**config.mk**
```make
export PLATFORM = sky130hd
export DESIGN_NAME = m_ext_ctrl_flat
export DESIGN_NICKNAME = d
export VERILOG_FILES = /design/src/rtl/m_ext_ctrl_if.sv /design/src/rtl/m_ext_ctrl.sv /design/src/flat_wrapper.sv
export SDC_FILE = /design/constraint.sdc
export NUM_CORES = 1
export LEC_CHECK = 0
export ABC_AREA = 0
export CAP_MARGIN = 15
export CELL_PAD_IN_SITES_DETAIL_PLACEMENT = 1
export CELL_PAD_IN_SITES_GLOBAL_PLACEMENT = 2
export CORE_MARGIN = 1.5
export CORE_UTILIZATION = 26
export DETAILED_ROUTE_END_ITERATION = 16
export HOLD_SLACK_MARGIN = 0.05
export MAX_ROUTING_LAYER = met4
export PLACE_DENSITY = 0.88
export SYNTH_ARGS = -nofsm -noshare
export SYNTH_HDL_FRONTEND = slang
export SYNTH_SLANG_ARGS = --single-unit
```
**constraint.sdc**
```tcl
create_clock -name clk -period 3.79 [get_ports clk]
set_input_delay 0.758 -clock clk [delete_from_list [all_inputs] [get_ports clk]]
set_output_delay 0.758 -clock clk [all_outputs]
set_load 0.01 [all_outputs]
```
**src/rtl/m_ext_ctrl_if.sv**
```systemverilog
// Bundle of signals between the M-extension controller, the EX stage and the
// shared multiplier/divider units.
interface m_ext_ctrl_if #(
  parameter int XLEN = 32
);
  // Handshake: an op is accepted in an IDLE cycle with req_valid=1 and flush=0.
  // stall_o then holds EX (req_valid stays stable) until the single cycle where
  // result_valid_o=1 and stall_o=0; unit start/done are one-cycle pulses.
  logic              req_valid;
  logic [2:0]        funct3;
  logic [XLEN-1:0]   op_a;
  logic [XLEN-1:0]   op_b;
  logic              flush;

  logic              mul_start;
  logic              mul_a_signed;
  logic              mul_b_signed;
  logic [XLEN-1:0]   mul_a;
  logic [XLEN-1:0]   mul_b;
  logic              mul_done;
  logic [2*XLEN-1:0] mul_product;

  logic              div_start;
  logic              div_signed;
  logic [XLEN-1:0]   div_a;
  logic [XLEN-1:0]   div_b;
  logic              div_done;
  logic [XLEN-1:0]   div_quotient;
  logic [XLEN-1:0]   div_remainder;

  logic              stall_o;
  logic              result_valid_o;
  logic [XLEN-1:0]   result_o;

  modport master (
    input  req_valid, funct3, op_a, op_b, flush,
    input  mul_done, mul_product,
    input  div_done, div_quotient, div_remainder,
    output mul_start, mul_a_signed, mul_b_signed, mul_a, mul_b,
    output div_start, div_signed, div_a, div_b,
    output stall_o, result_valid_o, result_o
  );

  modport slave (
    output req_valid, funct3, op_a, op_b, flush,
    output mul_done, mul_product,
    output div_done, div_quotient, div_remainder,
    input  mul_start, mul_a_signed, mul_b_signed, mul_a, mul_b,
    input  div_start, div_signed, div_a, div_b,
    input  stall_o, result_valid_o, result_o
  );
endinterface

```
**src/rtl/m_ext_ctrl.sv**
```systemverilog
// RV32M sequencer: starts the shared multiplier or divider for an EX op, stalls
// until the result returns, and resolves divide-by-zero / overflow locally.
module m_ext_ctrl #(
  parameter int XLEN = 32
) (
  input  logic         clk,
  input  logic         rst,
  m_ext_ctrl_if.master bus,
  output logic [2:0]   state_o
);

  typedef enum logic [2:0] {
    S_IDLE     = 3'd0,
    S_MUL_BUSY = 3'd1,
    S_DIV_BUSY = 3'd2,
    S_DONE     = 3'd3,
    S_DRAIN    = 3'd4
  } state_e;

  localparam logic [XLEN-1:0] INT_MIN = {1'b1, {(XLEN-1){1'b0}}};

  state_e          state_q, state_d;
  logic [2:0]      funct3_q, funct3_d;
  logic [XLEN-1:0] mul_a_q, mul_a_d;
  logic [XLEN-1:0] mul_b_q, mul_b_d;
  logic [XLEN-1:0] div_a_q, div_a_d;
  logic [XLEN-1:0] div_b_q, div_b_d;
  logic [XLEN-1:0] result_q, result_d;
  logic            mul_a_signed_q, mul_a_signed_d;
  logic            mul_b_signed_q, mul_b_signed_d;
  logic            div_signed_q, div_signed_d;
  logic            mul_start_q, mul_start_d;
  logic            div_start_q, div_start_d;

  logic            div_by_zero;
  logic            div_ovf;
  logic [XLEN-1:0] special_res;
  logic [XLEN-1:0] unit_res;
  logic            pend_done;
  logic            stall;
  logic            result_valid;

  // Divide special cases are resolved from the live EX operands at accept time.
  assign div_by_zero = (bus.op_b == '0);
  assign div_ovf     = ~bus.funct3[0] & (bus.op_a == INT_MIN) & (bus.op_b == '1);
  assign special_res = div_by_zero ? (bus.funct3[1] ? bus.op_a : '1)
                                   : (bus.funct3[1] ? '0 : INT_MIN);

  // funct3_q[2] identifies which unit owns the outstanding op (also in DRAIN).
  assign pend_done = funct3_q[2] ? bus.div_done : bus.mul_done;
  assign unit_res  = funct3_q[2] ? (funct3_q[1] ? bus.div_remainder : bus.div_quotient)
                                 : ((funct3_q[1:0] == 2'b00) ? bus.mul_product[XLEN-1:0]
                                                             : bus.mul_product[2*XLEN-1:XLEN]);

  always_comb begin
    state_d        = state_q;
    funct3_d       = funct3_q;
    mul_a_d        = mul_a_q;
    mul_b_d        = mul_b_q;
    div_a_d        = div_a_q;
    div_b_d        = div_b_q;
    result_d       = result_q;
    mul_a_signed_d = mul_a_signed_q;
    mul_b_signed_d = mul_b_signed_q;
    div_signed_d   = div_signed_q;
    mul_start_d    = 1'b0;
    div_start_d    = 1'b0;
    stall          = 1'b0;
    result_valid   = 1'b0;

    case (state_q)
      S_IDLE: begin
        if (bus.req_valid && !bus.flush) begin
          stall    = 1'b1;
          funct3_d = bus.funct3;
          if (!bus.funct3[2]) begin
            mul_a_d        = bus.op_a;
            mul_b_d        = bus.op_b;
            mul_a_signed_d = (bus.funct3[1:0] != 2'b11);
            mul_b_signed_d = ~bus.funct3[1];
            mul_start_d    = 1'b1;
            state_d        = S_MUL_BUSY;
          end else if (div_by_zero || div_ovf) begin
            result_d = special_res;
            state_d  = S_DONE;
          end else begin
            div_a_d      = bus.op_a;
            div_b_d      = bus.op_b;
            div_signed_d = ~bus.funct3[0];
            div_start_d  = 1'b1;
            state_d      = S_DIV_BUSY;
          end
        end
      end

      S_MUL_BUSY, S_DIV_BUSY: begin
        if (bus.flush) begin
          state_d = pend_done ? S_IDLE : S_DRAIN;
        end else begin
          stall = 1'b1;
          if (pend_done) begin
            result_d = unit_res;
            state_d  = S_DONE;
          end
        end
      end

      S_DONE: begin
        result_valid = ~bus.flush;
        state_d      = S_IDLE;
      end

      // Squashed op still owns its unit; hold off new work until it reports.
      S_DRAIN: begin
        stall = bus.req_valid & ~bus.flush;
        if (pend_done) begin
          state_d = S_IDLE;
        end
      end

      default: state_d = S_IDLE;
    endcase
  end

  always_ff @(posedge clk) begin
    if (rst) begin
      state_q        <= S_IDLE;
      funct3_q       <= '0;
      mul_a_q        <= '0;
      mul_b_q        <= '0;
      div_a_q        <= '0;
      div_b_q        <= '0;
      result_q       <= '0;
      mul_a_signed_q <= 1'b0;
      mul_b_signed_q <= 1'b0;
      div_signed_q   <= 1'b0;
      mul_start_q    <= 1'b0;
      div_start_q    <= 1'b0;
    end else begin
      state_q        <= state_d;
      funct3_q       <= funct3_d;
      mul_a_q        <= mul_a_d;
      mul_b_q        <= mul_b_d;
      div_a_q        <= div_a_d;
      div_b_q        <= div_b_d;
      result_q       <= result_d;
      mul_a_signed_q <= mul_a_signed_d;
      mul_b_signed_q <= mul_b_signed_d;
      div_signed_q   <= div_signed_d;
      mul_start_q    <= mul_start_d;
      div_start_q    <= div_start_d;
    end
  end

  assign bus.mul_start      = mul_start_q;
  assign bus.mul_a_signed   = mul_a_signed_q;
  assign bus.mul_b_signed   = mul_b_signed_q;
  assign bus.mul_a          = mul_a_q;
  assign bus.mul_b          = mul_b_q;
  assign bus.div_start      = div_start_q;
  assign bus.div_signed     = div_signed_q;
  assign bus.div_a          = div_a_q;
  assign bus.div_b          = div_b_q;
  assign bus.stall_o        = stall;
  assign bus.result_valid_o = result_valid;
  assign bus.result_o       = result_q;
  assign state_o            = state_q;

endmodule

```
**src/flat_wrapper.sv**
```systemverilog
// flat-port wrapper written by rule: the top's interface ports become plain ports
module m_ext_ctrl_flat 
#(
  parameter int XLEN = 32
)
  (clk, rst, state_o, bus_req_valid, bus_funct3, bus_op_a, bus_op_b, bus_flush, bus_mul_done, bus_mul_product, bus_div_done, bus_div_quotient, bus_div_remainder, bus_mul_start, bus_mul_a_signed, bus_mul_b_signed, bus_mul_a, bus_mul_b, bus_div_start, bus_div_signed, bus_div_a, bus_div_b, bus_stall_o, bus_result_valid_o, bus_result_o);
  m_ext_ctrl_if #(.XLEN(XLEN)) bus_i ();
  input  logic clk;
  input  logic rst;
  output logic [2:0] state_o;
  input wire logic [$bits(bus_i.req_valid)-1:0] bus_req_valid;
  input wire logic [$bits(bus_i.funct3)-1:0] bus_funct3;
  input wire logic [$bits(bus_i.op_a)-1:0] bus_op_a;
  input wire logic [$bits(bus_i.op_b)-1:0] bus_op_b;
  input wire logic [$bits(bus_i.flush)-1:0] bus_flush;
  input wire logic [$bits(bus_i.mul_done)-1:0] bus_mul_done;
  input wire logic [$bits(bus_i.mul_product)-1:0] bus_mul_product;
  input wire logic [$bits(bus_i.div_done)-1:0] bus_div_done;
  input wire logic [$bits(bus_i.div_quotient)-1:0] bus_div_quotient;
  input wire logic [$bits(bus_i.div_remainder)-1:0] bus_div_remainder;
  output wire logic [$bits(bus_i.mul_start)-1:0] bus_mul_start;
  output wire logic [$bits(bus_i.mul_a_signed)-1:0] bus_mul_a_signed;
  output wire logic [$bits(bus_i.mul_b_signed)-1:0] bus_mul_b_signed;
  output wire logic [$bits(bus_i.mul_a)-1:0] bus_mul_a;
  output wire logic [$bits(bus_i.mul_b)-1:0] bus_mul_b;
  output wire logic [$bits(bus_i.div_start)-1:0] bus_div_start;
  output wire logic [$bits(bus_i.div_signed)-1:0] bus_div_signed;
  output wire logic [$bits(bus_i.div_a)-1:0] bus_div_a;
  output wire logic [$bits(bus_i.div_b)-1:0] bus_div_b;
  output wire logic [$bits(bus_i.stall_o)-1:0] bus_stall_o;
  output wire logic [$bits(bus_i.result_valid_o)-1:0] bus_result_valid_o;
  output wire logic [$bits(bus_i.result_o)-1:0] bus_result_o;
  assign bus_i.req_valid = bus_req_valid;
  assign bus_i.funct3 = bus_funct3;
  assign bus_i.op_a = bus_op_a;
  assign bus_i.op_b = bus_op_b;
  assign bus_i.flush = bus_flush;
  assign bus_i.mul_done = bus_mul_done;
  assign bus_i.mul_product = bus_mul_product;
  assign bus_i.div_done = bus_div_done;
  assign bus_i.div_quotient = bus_div_quotient;
  assign bus_i.div_remainder = bus_div_remainder;
  assign bus_mul_start = bus_i.mul_start;
  assign bus_mul_a_signed = bus_i.mul_a_signed;
  assign bus_mul_b_signed = bus_i.mul_b_signed;
  assign bus_mul_a = bus_i.mul_a;
  assign bus_mul_b = bus_i.mul_b;
  assign bus_div_start = bus_i.div_start;
  assign bus_div_signed = bus_i.div_signed;
  assign bus_div_a = bus_i.div_a;
  assign bus_div_b = bus_i.div_b;
  assign bus_stall_o = bus_i.stall_o;
  assign bus_result_valid_o = bus_i.result_valid_o;
  assign bus_result_o = bus_i.result_o;
  m_ext_ctrl #(.XLEN(XLEN)) u_core (.clk(clk), .rst(rst), .bus(bus_i), .state_o(state_o));
endmodule
```
-- Yosys cells after proc, flatten, opt, wreduce, memory -nomap -nowiden
Index checks and enable logic that the tools add are counted.
- bits in registers: 171
- reduce and logical (&&, ||, !) cells: 15
- bitwise gates (word level): 10
- eq/ne operators: 14
- mux-type cells: 27
- operators by type and width (cell ; number):
    $mux 32 ; 11
    $eq 32x32->1 const B ; 2
    $pmux 32 s2 ; 1
    $logic_not 32->1 ; 1
    $mux 3 ; 6
    $pmux 3 s3 ; 1
    $ne 2x1->1 const B ; 4
    $mux 1 ; 7
    $not 1->1 ; 7
    $eq 3x2->1 const B ; 2
    $ne 2x2->1 const B ; 3
    $reduce_and 3->1 ; 2
    $reduce_and 6->1 ; 1
    $reduce_and 4->1 ; 1
    $reduce_or 4->1 ; 1
    $and 1x1->1 ; 3
    $eq 3x1->1 const B ; 1
    $eq 3x3->1 const B ; 1
    $logic_not 3->1 ; 1
    $ne 3x2->1 const B ; 1
    $pmux 1 s3 ; 1
    $reduce_or 3->1 ; 1
    $logic_not 2->1 ; 1
    $reduce_and 2->1 ; 1
    other kinds (5) ; 5

-- Longest topological paths before layout
Gate-level depths: netlist of the first run.
- depth after elaboration: 8
- gate-level depth with buffers: 9
- gate-level depth less buffers: 6

-- Worst setup path after synthesis of the first run
Ideal clock, no wire load.
- path kind: input -> register
- start point: input port bus_op_a[30]
- end point: register u_core.result_q[27] (netlist: u_core.bus.result_o[27])
- data required time: 3.716 ns
- arrival time: 2.188 ns
- stages on the path: 7
- setup slack: 1.528 ns
- buffers on the path: 1
- setup time: 0.074 ns
- cells stage by stage: and4bb_1 > nand4_1 > nor4_4 > nand4_2 > buf_6 > a221o_1 > o21ai_0
- longest elaborated chain between the ends: 6
- ends and longest elaborated chain (element ; RTL line ; source):
    start, declared ; flat_wrapper.sv:13 ; input wire logic [$bits(bus_i.op_a)-1:0] bus_op_a;
    $eq 32x32->1 ; m_ext_ctrl.sv:45 ; assign div_ovf = ~bus.funct3[0] & (bus.op_a == INT_MIN) & (bus.op_b == '1);
    $and 1x1->1 (2 in a row) ; m_ext_ctrl.sv:45 ;
    $logic_or 1x1->1 ; m_ext_ctrl.sv:83 ; end else if (div_by_zero || div_ovf) begin
    $ne 2x1->1 (no source line) ; - ;
    $reduce_and 6->1 (no source line) ; - ;
    end signal, assigned ; m_ext_ctrl.sv:146 ; result_q <= result_d;
    end, declared ; m_ext_ctrl.sv:28 ; logic [XLEN-1:0] result_q, result_d;
Every way passes these cells.
A chain may end at the register's enable or synchronous reset.

-- Worst setup path in the final report of the first run
- start point: register u_core.state_q[1] (netlist: u_core.state_o[1])
- end point: output port bus_stall_o
- longest elaborated chain between the ends: 3
- elaborated cells on any way between the ends: 6
- ends and longest elaborated chain (element ; RTL line ; source):
    start, declared ; m_ext_ctrl.sv:22 ; state_e state_q, state_d;
    start signal, assigned ; m_ext_ctrl.sv:140 ; state_q <= state_d;
    $eq 3x1->1 or $eq 3x2->1 (tied branches) ; m_ext_ctrl.sv:71 ; case (state_q)
    $reduce_or 2->1 ; m_ext_ctrl.sv:71 ;
    $pmux 1 s3 * ; m_ext_ctrl.sv:71 ;
    end, declared ; flat_wrapper.sv:30 ; output wire logic [$bits(bus_i.stall_o)-1:0] bus_stall_o;
Mark *: on every way between the ends. The rest lies on a longest branch, timed or not.

==> load_flow_metrics.sql, run 1 <==
INSERT INTO impl_metrics (metric_group, metric, value, unit) VALUES
('cells_and_area', 'n_fill_cell', '3511', ''),
('grt', 'grt_use_total', '20.5', '%'),
('place', 'place.port_buffers', '370', ''),
('floorplanning', 'fp-row-count', '65', ''),
('place', 'post-dp-hpwl', '26.1', 'mm'),
('drt', 'drt.antenna.violating_nets', '0', ''),
('timing', 'clock-skew-final', '0.0184', 'ns'),
('grt', 'grt_pass1_vias', '8335', ''),
('drt', 'route.detailed.drc', '0', ''),
('floorplanning', 'die_y', '184', 'um'),
('timing', 'final-setup-viol-count', '0', ''),
('clocking', 'clkLatencyLatePin', '0.43', 'ns'),
('worst_setup_path', 'data_arrival_at_the_endpoint_of_the_critical_path', '2.29', 'ns'),
('logic_synthesis', 'syn_area', '8480', 'um2'),
('worst_setup_path', 'regToRegEndpoint', 'u_core.bus.result_o[19]$_SDFFE_PP0P_', ''),
('drt', 'drt_first_iter_violations', '313', ''),
('clocking', 'inserted_clock_buffers', '17', ''),
('run_status', 'status', 'completed', ''),
('clocking', 'max-clock-path-buffers', '2', ''),
('drt', 'routed_wire_length_per_instance', '20.6', 'um'),
('grt', 'antenna_found_initial', '2', ''),
('drt', 'drt_pass1_iterations', '4', ''),
('logic_synthesis', 'synth_edf_count', '0', ''),
('floorplanning', 'core_region_area', '31800', 'um2'),
('cells_and_area', 'layout.area.seq', '3430', 'um2'),
('worst_setup_path', 'reg2regPathDepth', '7', ''),
('drt', 'post_drt_via_cell_ratio', '4.90', ''),
('worst_setup_path', 'critPathRequiredTime', '3.03', 'ns'),
('grt', 'overflow', '0', ''),
('floorplanning', 'ios', '371', ''),
('job', 'cap_violations', '0', ''),
('worst_setup_path', 'worstReg2RegStart', 'u_core.state_o[1]$_SDFFE_PP0P_', ''),
('logic_synthesis', 'syn-instance-count', '866', ''),
('floorplanning', 'start_util', '26.7', '%'),
('worst_setup_path', 'end_kind', 'output pin', ''),
('worst_setup_path', 'timing.critical_path.from_type', 'flip-flop', ''),
('power_and_ir_drop', 'largest_voltage_drop_on_the_vdd_net', '268', 'uV'),
('place', 'globalplace.congestion', '0.833', ''),
('grt', 'grt_start_max_net_pins', '113', ''),
('cells_and_area', 'multi_input_comb_area', '4650', 'um2'),
('cells_and_area', 'area_delta_synth_final', '55.1', '%'),
('timing', 'max-slew-margin-rel', '35.1', '%'),
('timing', 'final_hold_viol_count', '0', ''),
('timing', 'slew_violations', '0', ''),
('floorplanning', 'die_x', '184', 'um'),
('timing', 'timing_worst_slew_pin_value', '0.972', 'ns'),
('logic_synthesis', 'synth-async-reset-ratio', '0', '%'),
('power_and_ir_drop', 'pwrdens', '356', 'nW/um2'),
('timing', 'rsz0062_at_grt', 'false', ''),
('worst_setup_path', 'register_to_register_path_setup_slack', '1.48', 'ns'),
('hold_path', 'worst_hold_path_type', 'flip-flop to flip-flop', ''),
('logic_synthesis', 'yosys_most_used_dff', 'sky130_fd_sc_hd__dfxtp_1', ''),
('clocking', 'cts_h_tree_lvls', '4', ''),
('logic_synthesis', 'post_synthesis_net_count', '1067', ''),
('clocking', 'cts_resized', '0', ''),
('logic_synthesis', 'synth_seq_area_share', '40.4', '%'),
('logic_synthesis', 'yosysUniqueCellTypes', '43', ''),
('clocking', 'clockRootBuffer', 'sky130_fd_sc_hd__clkbuf_16', ''),
('drt', 'wirelength', '33.8', 'mm'),
('clocking', 'cts_num_sinks', '171', ''),
('worst_setup_path', 'crit_end', 'bus_stall_o', ''),
('clocking', 'postCtsHoldBufs', '0', ''),
('logic_synthesis', 'syn_area_per_cell', '9.79', 'um2'),
('timing', 'timing.hold.ws', '0.471', 'ns'),
('clocking', 'cts.clk_slew.worst_paths', '0.08', 'ns'),
('timing', 'max_freq', '0.328', 'GHz'),
('logic_synthesis', 'synth_seq_cells', '171', ''),
('cells_and_area', 'final_nets', '1396', ''),
('drt', 'num_vias', '8049', ''),
('clocking', 'cts_tree', 'done', ''),
('timing', 'finalCritPeriodShare', '80.4', '%'),
('worst_setup_path', 'max_fanout_on_critical_path', '9', ''),
('timing', 'tns', '0', 'ns'),
('worst_setup_path', 'setup.worst_path.class', 'flip-flop to output pin', ''),
('power_and_ir_drop', 'power_leakage', '4.40', 'nW'),
('cells_and_area', 'final_layout_size_suffix_gt1_share', '8.63', '%'),
('worst_setup_path', 'startpoint', 'u_core.state_o[1]$_SDFFE_PP0P_', ''),
('timing', 'fin_crit', '3.05', 'ns'),
('floorplanning', 'floorplan.die_area', '33700', 'um2'),
('logic_synthesis', 'synth-warning-count', '0', ''),
('grt', 'grt_first_pass_wirelength', '50.8', 'mm'),
('clocking', 'cts_setup_buffers', '0', '');
layout by cell type, fill, tap and decap left out, types with 10 or more instances in the layout:
master                              n
sky130_fd_sc_hd__mux2_2            33
sky130_fd_sc_hd__a221o_1           31
sky130_fd_sc_hd__clkdlybuf4s50_1  369
sky130_fd_sc_hd__nand2b_1         158
sky130_fd_sc_hd__o21ai_1           29
sky130_fd_sc_hd__clkbuf_16         17
sky130_fd_sc_hd__o2111ai_1         31
sky130_fd_sc_hd__nand2_1           43
sky130_fd_sc_hd__mux2i_1           98
sky130_fd_sc_hd__dfxtp_1          169
sky130_fd_sc_hd__nor2_1            10
sky130_fd_sc_hd__nor4_1            11
sky130_fd_sc_hd__o211ai_1          32
sky130_fd_sc_hd__buf_4             25
sky130_fd_sc_hd__a22o_1            66
cells in the mapped netlist, drive strengths merged, types with 2 or more instances:
library cell / number / share of area, %
a211oi: 2 / 0.18
a21oi: 6 / 0.35
a221o: 31 / 3.7
a22o: 66 / 6.8
and3: 2 / 0.15
and4: 3 / 0.31
buf: 32 / 2.6
clkbuf: 54 / 2.4
dfxtp: 171 / 40
inv: 2 / 0.089
mux2: 34 / 4.5
mux2i: 98 / 12
nand2: 44 / 2.0
nand2b: 158 / 12
nand3: 6 / 0.35
nand4: 8 / 0.66
nor2: 13 / 0.58
nor2b: 4 / 0.29
nor3: 6 / 0.49
nor4: 16 / 1.7
o2111ai: 31 / 3.2
o211ai: 32 / 2.8
o21ai: 34 / 2.0
or2b: 3 / 0.27
layout make-up:
type                    instances  share of cell area, %
well taps                     435                   4.14
multi-input cells             607                   35.4
clock buffers                  18                   3.26
clock inverters                11                   1.30
inverters                       2                 0.0571
repair buffers                396                   29.8
flip-flops and latches        171                   26.0
diodes                          2                 0.0380
report_power, final:
part / leakage [nW] / switching [mW] / internal [mW] / total (mW)
Sequential: 1.39 / 0.0425 / 1.86 / 1.91
Clock: 0.288 / 0.753 / 1.09 / 1.85
Combinational: 2.72 / 0.437 / 0.490 / 0.927
Total: 4.40 / 1.23 / 3.45 / 4.68
per-layer routing:
layer / share of wire [%] / up-vias / GRT usage, %
li1: - / 3853 / -
met1: 43 / 3880 / 24.5
met2: 48 / 287 / 34.3
met3: 7.3 / 29 / 5.53
met4: 1.6 / 0 / 4.95
met5: 0 / - / -
worst max-delay path, stage by stage, from the launching register on:
cell	delay, ns
sky130_fd_sc_hd__dfxtp_1	0.56
sky130_fd_sc_hd__nor2b_1	0.28
sky130_fd_sc_hd__or2_1	0.15
sky130_fd_sc_hd__nand2b_1	0.07
sky130_fd_sc_hd__a21oi_1	0.19
sky130_fd_sc_hd__clkdlybuf4s50_1	0.59
stage by stage:
step	power (mW)	util (%)	std cells	setup slack [ns]	area, um2
after floorplan	2.36	-	866	1.53	8480
after global placement	2.86	39.4	1610	0.410	12500
after detailed placement	2.88	39.5	1611	0.391	12600
after CTS	4.74	41.4	1640	0.636	13200
after global routing	4.88	41.4	1642	0.554	13200
final	4.68	41.4	1642	0.743	13200
worst min-delay path by stage:
stage / start / end / cells past startpoint
2_1_floorplan: u_core.funct3_q[0]$_SDFFE_PP0P_ / u_core.funct3_q[0]$_SDFFE_PP0P_ / 2
3_3_place_gp: u_core.bus.result_o[14]$_SDFFE_PP0P_ / u_core.bus.result_o[14]$_SDFFE_PP0P_ / 2
3_5_place_dp: u_core.bus.result_o[8]$_SDFFE_PP0P_ / u_core.bus.result_o[8]$_SDFFE_PP0P_ / 2
4_1_cts: u_core.bus.result_o[11]$_SDFFE_PP0P_ / u_core.bus.result_o[11]$_SDFFE_PP0P_ / 2
5_1_grt: u_core.bus.div_b[16]$_SDFFE_PP0P_ / u_core.bus.div_b[16]$_SDFFE_PP0P_ / 2
6_report: u_core.bus.result_o[14]$_SDFFE_PP0P_ / u_core.bus.result_o[14]$_SDFFE_PP0P_ / 2
state kept, by name, summed over array words and instances (netlist names):
| name | count |
|---|---|
| u_core.bus.div_a | 32 |
| u_core.bus.div_b | 32 |
| u_core.bus.div_signed | 1 |
| u_core.bus.div_start | 1 |
| u_core.bus.mul_a | 32 |
| u_core.bus.mul_a_signed | 1 |
| u_core.bus.mul_b | 32 |
| u_core.bus.mul_b_signed | 1 |
| u_core.bus.mul_start | 1 |
| u_core.bus.result_o | 32 |
| u_core.funct3_q | 3 |
| u_core.state_o | 3 |
kinds of logic after synthesis:
| logic type | synth area share, % |
|---|---|
| flip-flops | 40.4 |
| multiplexers | 16.1 |
| buffers and inverters | 5.09 |
| AND/OR/NAND/NOR | 19.0 |
| AO/OA/AOI/OAI | 19.4 |
No activity file was read; power rests on OpenSTA's default activity.
==> run 2: changes to the inputs <==
CORE_UTILIZATION = 22   (was 26)
PLACE_DENSITY = 0.79   (was 0.88)
clock period = 2.71 ns   (was 3.79 ns; I/O delays follow)
==> run 2 against run 1 <==
  * Non-clock buffer count rose by 73
  * Die area increased by 18%
  * Flip-flop and latch count unchanged
  * Sequential power rose by 40%
  * Register-to-register slack got worse by 0.90 ns
  * Setup slack worse by 0.59 ns
  * Critical path type is now primary input to flip-flop
  * Clock power grew 35%
  * Design area grew 5.8%
  * Clock skew down 0.0026 ns
==> load_flow_metrics.sql, run 2 (synthesis results as in run 1) <==
INSERT INTO impl_metrics (metric_group, metric, value, unit) VALUES
('power_and_ir_drop', 'seq_power_share', '40.7', '%'),
('floorplanning', 'start_util', '22.4', '%'),
('cells_and_area', 'layout.area.seq', '3430', 'um2'),
('drt', 'num_vias', '8327', ''),
('worst_setup_path', 'setup.worst_path.class', 'primary input to flip-flop', ''),
('place', 'place.port_buffers', '370', ''),
('grt', 'overflow', '0', ''),
('floorplanning', 'die_x', '199', 'um'),
('timing', 'timing_worst_slew_pin_value', '0.603', 'ns'),
('power_and_ir_drop', 'largest_voltage_drop_on_the_vdd_net', '339', 'uV'),
('cells_and_area', 'final_nets', '1469', ''),
('timing', 'fin_crit', '2.56', 'ns'),
('floorplanning', 'die_y', '199', 'um'),
('floorplanning', 'core_region_area', '37800', 'um2'),
('power_and_ir_drop', 'p_int', '4.75', 'mW'),
('timing', 'finalCritPeriodShare', '94.3', '%'),
('worst_setup_path', 'register_to_register_path_setup_slack', '0.58', 'ns'),
('grt', 'grt_use_total', '18.6', '%'),
('clocking', 'clockRootBuffer', 'sky130_fd_sc_hd__clkbuf_16', ''),
('place', 'globalplace.congestion', '0.799', ''),
('drt', 'routed_wire_length_per_instance', '20.2', 'um'),
('cells_and_area', 'commonest_non_fill_non_tap_cells_in_the_layout', '368 x sky130_fd_sc_hd__clkdlybuf4s50_1, 167 x sky130_fd_sc_hd__dfxtp_1, 158 x sky130_fd_sc_hd__nand2b_1', ''),
('worst_setup_path', 'crit_end', 'u_core.bus.result_o[7]$_SDFFE_PP0P_', ''),
('grt', 'antenna_found_initial', '2', ''),
('timing', 'final.setup.worst_slack', '0.154', 'ns'),
('floorplanning', 'floorplan.die_area', '39700', 'um2'),
('grt', 'grt_start_max_net_pins', '81', ''),
('timing', 'timing.hold.ws', '0.464', 'ns'),
('drt', 'drt_pass1_iterations', '6', ''),
('clocking', 'cts.clk_slew.worst_paths', '0.07', 'ns'),
('place', 'post-dp-hpwl', '27.8', 'mm'),
('worst_setup_path', 'reg2regPathDepth', '8', ''),
('clocking', 'max-clock-path-buffers', '2', ''),
('power_and_ir_drop', 'overall_power_consumption', '6.56', 'mW'),
('grt', 'grt_pass1_vias', '8814', ''),
('power_and_ir_drop', 'pwrdens', '471', 'nW/um2'),
('power_and_ir_drop', 'power_leakage', '4.80', 'nW'),
('drt', 'route.detailed.drc', '0', ''),
('clocking', 'inserted_clock_buffers', '17', ''),
('power_and_ir_drop', 'clkPwrFrac', '38.0', '%'),
('cells_and_area', 'area_delta_synth_final', '64.1', '%'),
('worst_setup_path', 'critPathRequiredTime', '3.08', 'ns'),
('clocking', 'cts_num_sinks', '171', ''),
('place', 'dpl.cell_count', '1760', ''),
('floorplanning', 'fp-row-count', '71', ''),
('cells_and_area', 'final-instance-count-excl-fill', '1794', ''),
('timing', 'final-setup-viol-count', '0', ''),
('timing', 'slew_violations', '0', ''),
('cells_and_area', 'layout.cells.most_common', 'sky130_fd_sc_hd__clkdlybuf4s50_1', ''),
('floorplanning', 'ios', '371', ''),
('power_and_ir_drop', 'power.net_switching', '1.80', 'mW'),
('timing', 'rsz0062_at_grt', 'false', ''),
('timing', 'max-slew-margin-rel', '59.8', '%'),
('drt', 'drt_first_iter_violations', '321', ''),
('cells_and_area', 'n_fill_cell', '4333', ''),
('worst_setup_path', 'worstReg2RegStart', 'u_core.state_o[2]$_SDFFE_PP0P_', ''),
('clocking', 'cts_h_tree_lvls', '4', ''),
('worst_setup_path', 'startpoint', 'bus_op_b[12]', ''),
('clocking', 'cts_setup_buffers', '0', ''),
('job', 'cap_violations', '0', ''),
('cells_and_area', 'multi_input_comb_area', '4680', 'um2'),
('worst_setup_path', 'regToRegEndpoint', 'u_core.bus.result_o[22]$_SDFFE_PP0P_', ''),
('power_and_ir_drop', 'netSwitchingFraction', '27.5', '%'),
('worst_setup_path', 'timing.critical_path.from_type', 'primary input', ''),
('run_status', 'status', 'completed', ''),
('worst_setup_path', 'end_kind', 'flip-flop', ''),
('power_and_ir_drop', 'comb_power_share', '21.4', '%'),
('cells_and_area', 'postLayoutCoreUtil', '36.8', '%'),
('clocking', 'cts_tree', 'done', ''),
('timing', 'max_freq', '0.391', 'GHz'),
('timing', 'clock-skew-final', '0.0157', 'ns'),
('worst_setup_path', 'data_arrival_at_the_endpoint_of_the_critical_path', '2.92', 'ns'),
('timing', 'final_hold_viol_count', '0', ''),
('worst_setup_path', 'max_fanout_on_critical_path', '22', ''),
('drt', 'wirelength', '36.3', 'mm'),
('place', 'detailedPlace.worstSlack', '-0.430', 'ns'),
('drt', 'drt.antenna.violating_nets', '0', ''),
('clocking', 'clkLatencyLatePin', '0.44', 'ns'),
('cells_and_area', 'final_layout_size_suffix_gt1_share', '14.5', '%'),
('hold_path', 'worst_hold_path_type', 'flip-flop to flip-flop', ''),
('grt', 'grt_first_pass_wirelength', '53.8', 'mm'),
('drt', 'post_drt_via_cell_ratio', '4.64', '');
## run 2: cell types whose count changed in the layout (fill, tap and decap cells not counted), sizes merged
cell | before | now
clkinv | 4 | 8
inv | 3 | 4
bufinv | 4 | 2
buf | 27 | 100
dlymetal6s2s | 0 | 1
clkdlybuf4s50 | 369 | 368
clkinvlp | 2 | 1
clkbuf | 18 | 19
## run 2: final cells by class
cell class                      count  area share (%)
Multi-Input combinational cell    607            33.6
Clock inverter                     13            1.02
Inverter                            2          0.0539
Sequential cell                   171            24.7
Timing Repair Buffer              469            32.8
Clock buffer                       19            3.18
Tap cell                          511            4.59
Antenna cell                        2          0.0360
## run 2: power groups by stage
| stage | clock network [mW] | registers [mW] | logic (mW) |
|---|---|---|---|
| after detailed placement | 0 | 2.72 | 1.41 |
| after global routing | 2.67 | 2.68 | 1.51 |
| final | 2.49 | 2.67 | 1.40 |
| after global placement | 0 | 2.72 | 1.40 |
| after CTS | 2.58 | 2.67 | 1.42 |
| after floorplan | 0 | 2.75 | 0.555 |
## run 2: worst min-delay path by stage
stage / start / to / slack (ns) / depth (start not counted)
after global routing: u_core.bus.result_o[21]$_SDFFE_PP0P_ / u_core.bus.result_o[21]$_SDFFE_PP0P_ / 0.49 / 2
after detailed placement: u_core.bus.result_o[23]$_SDFFE_PP0P_ / u_core.bus.result_o[23]$_SDFFE_PP0P_ / 0.45 / 2
after CTS: u_core.bus.result_o[23]$_SDFFE_PP0P_ / u_core.bus.result_o[23]$_SDFFE_PP0P_ / 0.47 / 2
after global placement: u_core.bus.result_o[29]$_SDFFE_PP0P_ / u_core.bus.result_o[29]$_SDFFE_PP0P_ / 0.45 / 2
after floorplan: u_core.funct3_q[0]$_SDFFE_PP0P_ / u_core.funct3_q[0]$_SDFFE_PP0P_ / 0.44 / 2
final: u_core.bus.result_o[23]$_SDFFE_PP0P_ / u_core.bus.result_o[23]$_SDFFE_PP0P_ / 0.46 / 2
## run 2: worst max-delay path: stages
cell	delay, ns
sky130_fd_sc_hd__clkdlybuf4s50_1	0.50
sky130_fd_sc_hd__nor4_2	0.40
sky130_fd_sc_hd__buf_4	0.18
sky130_fd_sc_hd__and4_1	0.33
sky130_fd_sc_hd__buf_4	0.30
sky130_fd_sc_hd__o2111ai_1	0.23
sky130_fd_sc_hd__a221o_1	0.37
sky130_fd_sc_hd__o21ai_0	0.08
## run 2: stage by stage
stage               area [um2]  setup TNS (ns)
finish                   13900               0
CTS                      13900               0
global placement         13300          -31.44
floorplan                 8480               0
global route             13900               0
detailed placement       13300          -34.54
## run 2: timing repair
| action | 4_1_cts | 5_1_grt |
|---|---|---|
| hold buffers | 0 | 0 |
| gates resized for setup | 3 | 7 |
| endpoints found under the setup margin | 1 | 37 |
| endpoints found under the hold margin | 0 | 0 |
## run 2: layer usage
layer	routed length, um	global-route usage [%]	vias to the layer above
met5	0	-	-
met4	476	4.51	0
met3	2430	4.62	26
met2	17700	31.2	271
met1	15700	22.4	4024
li1	-	-	4006
==> run 3: changes to the inputs <==
CAP_MARGIN = 10   (was 15)
==> results of run 3 <==
The final DEF is identical to that of run 2; final timing and power are the same.
